**config.mk**
```make
export PLATFORM = sky130hd
export DESIGN_NAME = series_host
export DESIGN_NICKNAME = d
export VERILOG_FILES = /design/src/rtl/series_host.sv
export SDC_FILE = /design/constraint.sdc
export NUM_CORES = 1
export LEC_CHECK = 0
export ABC_AREA = 0
export BUFFER_PORTS_ARGS = -buffer_cell sky130_fd_sc_hd__buf_2
export CORE_MARGIN = 3
export CORE_UTILIZATION = 56
export CTS_BUF_LIST = sky130_fd_sc_hd__clkbuf_8
export DETAILED_ROUTE_END_ITERATION = 10
export PLACE_DENSITY = 0.87
export SLEW_MARGIN = 20
export SYNTH_ARGS = -nofsm -noshare
export SYNTH_HDL_FRONTEND = slang
export SYNTH_SLANG_ARGS = --single-unit
```
**constraint.sdc**
```tcl
create_clock -name clk -period 4.3 [get_ports clk]
set_input_delay 0 -clock clk [delete_from_list [all_inputs] [get_ports clk]]
set_output_delay 0 -clock clk [all_outputs]
set_load 0.01 [all_outputs]
```
**src/rtl/series_host.sv**
```systemverilog
// series_host: sequences one command into the series accelerator (start, n, x low, x high, release),
// waits for completion under a watchdog and holds the result on a valid/ready response port.
module series_host #(
  parameter int W = 8,
  parameter int RW = 16,
  parameter int TIMEOUT = 1023
) (
  input  logic           clk,
  input  logic           rst,
  input  logic           req_valid,
  output logic           req_ready,
  input  logic [W-1:0]   req_n,
  input  logic [2*W-1:0] req_x,
  output logic           rsp_valid,
  input  logic           rsp_ready,
  output logic [RW-1:0]  rsp_result,
  output logic           rsp_timeout,
  output logic           acc_start,
  output logic [W-1:0]   acc_bus,
  input  logic           acc_ready,
  input  logic [RW-1:0]  acc_result,
  output logic           busy
);
  localparam int CW = $clog2(TIMEOUT + 1);
  typedef enum logic [2:0] {IDLE, START, SEND_N, SEND_XL, SEND_XH, RELEASE, WAIT_DONE} state_t;
  state_t state, state_nx;
  logic [W-1:0] n_q;
  logic [2*W-1:0] x_q;
  logic [CW-1:0] wd;
  logic done, expire;
  assign req_ready = state == IDLE && !rsp_valid;
  assign busy = state != IDLE;
  // completion takes priority over the watchdog terminal count
  assign done = state == WAIT_DONE && acc_ready;
  assign expire = state == WAIT_DONE && !acc_ready && wd == CW'(TIMEOUT - 1);
  always_comb begin
    state_nx = state;
    acc_start = 1'b0;
    acc_bus = '0;
    case (state)
      IDLE: state_nx = req_valid && req_ready ? START : IDLE;
      START: begin
        acc_start = acc_ready;
        state_nx = acc_ready ? SEND_N : START;
      end
      SEND_N: begin
        acc_start = 1'b1;
        acc_bus = n_q;
        state_nx = SEND_XL;
      end
      SEND_XL: begin
        acc_start = 1'b1;
        acc_bus = x_q[W-1:0];
        state_nx = SEND_XH;
      end
      SEND_XH: begin
        acc_start = 1'b1;
        acc_bus = x_q[2*W-1:W];
        state_nx = RELEASE;
      end
      RELEASE: state_nx = WAIT_DONE;
      WAIT_DONE: state_nx = done || expire ? IDLE : WAIT_DONE;
      default: state_nx = IDLE;
    endcase
  end
  always_ff @(posedge clk) begin
    if (rst) begin
      state <= IDLE;
      n_q <= '0;
      x_q <= '0;
      wd <= '0;
      rsp_valid <= 1'b0;
      rsp_result <= '0;
      rsp_timeout <= 1'b0;
    end else begin
      state <= state_nx;
      if (req_valid && req_ready) begin
        n_q <= req_n;
        x_q <= req_x;
      end
      if (state == RELEASE) wd <= '0;
      else if (state == WAIT_DONE && wd != '1) wd <= wd + CW'(1);
      if (done || expire) begin
        rsp_valid <= 1'b1;
        rsp_result <= done ? acc_result : '0;
        rsp_timeout <= !done;
      end else if (rsp_valid && rsp_ready) rsp_valid <= 1'b0;
    end
  end
endmodule

```
==> summary.md <==
| Metric | Value |
|---|---|
| Metal3 WL | `446 um` |
| Post-Syn Area | `2300 um^2` |
| # nets final | `422` |
| Initial core utilization | `60.4%` |
| Hold Slack | `0.172 ns` |
| Setup TNS | `0 ns` |
| Share of the cycle needed by the critical path after routing | `56.1%` |
| WHS Path Cells | `2` |
| H-tree Lvls | `2` |
| Crit path kind | `reg2reg` |
| Max VDD drop | `0.278 mV` |
| First-pass GRT wire length | `10000 um` |
| Critical Path RT | `4.48 ns` |
| CTS tree | `yes` |
| DRT Pass-1 Iters | `4` |
| Final WL | `6250 um` |
| Area grow syn2layout | `38.7%` |
| Net Count, Synth | `315` |
| Synth Warn # | `0` |
| CP Cell Sequence | `or3_1 > nand3b_1 > nand2_1 > a21oi_1` |
| Max Cap Viol | `0` |
| Met1 Wirelength | `2560 um` |
| GRT Overall Usage | `25.1%` |
| Hold Fails Final Rpt | `0` |
| NetSw | `280 uW` |
| Antenna Diode Count | `0` |
| Max-slew headroom | `29.3%` |
| HP Start | `rst` |
| CP max stage delay | `0.71 ns` |
| Top-Level Pins | `74` |
| Vias/cell | `5.52` |
| Layout cell share with drive strength beyond 1 | `22.3%` |
| CP arrival | `2.59 ns` |
| Net Sw Frac | `27.7%` |
| Ys flop type | `dfxtp_1` |
| Flop pwr share | `55.3%` |
| Most common cell in the netlist | `nand2_1` |
| Yosys top cell by area | `dfxtp_1` |
| Largest net degree at the start of global routing | `34` |
| Area contributors post-synth | `dfxtp_1, nand2_1, a21oi_1, a22o_1, mux2i_1` |
| Reg2reg end | `x_q[13]` |
| Power share of the combinational group | `16.0%` |
| Drt wl/cell | `14.7 um` |
| Post-layout util | `83.9%` |
| Worst R2R Path Depth | `4` |
| Status | `finished clean` |
| Die Y | `70.0 um` |
| I/O Buffers | `73` |
| Setup slack after layout | `1.89 ns` |
| Critical path peak fanout | `24` |
| Post-route ant nets | `0` |
| Critical Path Sink Type | `register` |
| Tmin final | `2.41 ns` |
| Asr flop ratio synth | `0%` |
| Power Total | `1.01 mW` |
| Met2 routed WL | `3110 um` |
| Top cell type's share of synthesized area | `48.0%` |
| Core area | `3800 um^2` |
| Pwr/cell area | `317 nW/um^2` |
| Syn Area/Cell | `8.57 um^2` |
| CP Launch Type | `register` |
| Row cnt | `22` |
| Clock root buffer | `clkbuf_8` |
| Power share of the clock group | `28.6%` |
| Clock-pin transition on the worst setup and hold timing paths | `0.10 ns` |
| RSZ-0062 raised after global routing | `no` |
| Slew @ Worst Pin | `1.06 ns` |
| Clk buf depth | `2` |
| Max Clock Skew | `0.0108 ns` |
| Initial antenna violation count | `0` |
| Post-synth cell types | `39` |
| WHS Endpoint | `state[0]` |
| Fillers | `218` |
| Seq/Total Area, Yosys | `48.0%` |
| Number of global-route vias before repair | `2226` |
| Leak | `1.33 nW` |
| CP max stage cell | `nand3b_1` |
| Final Max Slew Viols | `0` |
| P_int | `730 uW` |
| Synthesized netlist cell count | `268` |
| Die ar. | `4900 um^2` |
| Die width | `70.0 um` |
| Clk sinks | `55` |
| Worst skew pair latency | `0.31 ns` |
| DRC Markers | `0` |
| Reg2Reg Launch Point | `state[0]` |
| Final setup fails | `0` |
| R2R setup slack | `1.89 ns` |
| Total congestion overflow | `0` |
| Post-synth top cells | `nand2_1, dfxtp_1, a21oi_1` |
| Post-DP HPWL | `3520 um` |
| Number of flops mapped to enable cells by yosys | `0` |
| Worst Hold Class | `in2reg` |
| CTS buffer count | `5` |
| DR vias | `2339` |
| DP Worst Slack | `1.97 ns` |
| Uppermost layer routed | `met4` |
| Routability cong. | `0.805` |
| Synthesized flop and latch total | `55` |
| Iter 0 DRT Violations | `179` |
| F_max | `0.415 GHz` |
==> placed cells by master, fill, tap and decap left out, types with 5 or more instances in the layout <==
cell / instances
buf_2: 73
dlygate4sd3_1: 42
nand2_1: 63
o21ai_0: 9
a22o_1: 16
dfxtp_1: 55
nor2_1: 15
mux2i_1: 9
clkbuf_8: 5
a21oi_1: 33
a211oi_1: 5
==> state kept, by name, indices dropped and copies added, names as in the netlist <==
register	cells
n_q	8
rsp_valid	1
rsp_result	16
x_q	16
rsp_timeout	1
wd	10
state	3
==> per-layer routing <==
| metal | GRT usage, % | vias up |
|---|---|---|
| li1 | - | 1160 |
| met1 | 29.7 | 1060 |
| met2 | 44.4 | 106 |
| met3 | 5.32 | 13 |
| met4 | 9.15 | 0 |
| met5 | 0 | - |
==> worst max-delay path by stage <==
| stage | slack, ns | endpoint | from |
|---|---|---|---|
| 3_5_place_dp | 1.97 | x_q[13] | state[0] |
| 5_1_grt | 1.72 | x_q[13] | state[0] |
| 3_3_place_gp | 2.07 | x_q[3] | state[0] |
| 6_report | 1.89 | x_q[13] | state[0] |
| 4_1_cts | 1.93 | x_q[0] | state[0] |
| 2_1_floorplan | 2.54 | rsp_result[10] | wd[0] |
==> cells by family after synthesis <==
group,count (synthesis),share of synthesized area (%)
flip-flops,55,48.0
adder cells (fa/ha/maj),2,1.09
AO/OA/AOI/OAI,75,21.3
XOR/XNOR,4,1.53
buffers and inverters,19,3.38
AND/OR/NAND/NOR,104,20.9
multiplexers,9,3.92
==> timing repair <==
item	CTS	global route
resized for setup	0	0
endpoints found under the setup margin	0	0
buffers inserted	0	0
hold endpoints to repair	42	0
hold buffers	42	0
==> layout make-up <==
type	count	area, um^2	area share, %
timing repair buffer	116	793	24.9
inverter	3	11.3	0.353
clock buffer	5	68.8	2.16
multi-input combinational	194	1130	35.3
clock inverter	3	25.0	0.786
tap	48	60.1	1.89
sequential	55	1100	34.6
==> metrics by stage <==
step / instances / area [um^2]
2_1_floorplan: 268 / 2300
3_3_place_gp: 374 / 2660
3_5_place_dp: 374 / 2660
4_1_cts: 424 / 3180
5_1_grt: 424 / 3190
6_report: 424 / 3190
==> power groups by stage <==
stage               combinational (mW)  sequential (mW)  clock (mW)
detailed placement               0.126            0.569           0
CTS                              0.156            0.558       0.291
floorplan                       0.0930            0.554           0
finish                           0.162            0.559       0.289
global placement                 0.122            0.568           0
global route                     0.178            0.562       0.309
==> critical path, delay by kind of cell (launching register included) <==
| family | cells | cell delay (ns) |
|---|---|---|
| AND/OR/NAND/NOR | 3 | 1.58 |
| AO/OA/AOI/OAI | 1 | 0.10 |
| flip-flops | 1 | 0.60 |
Note: power is estimated with default switching activity, not from simulation.
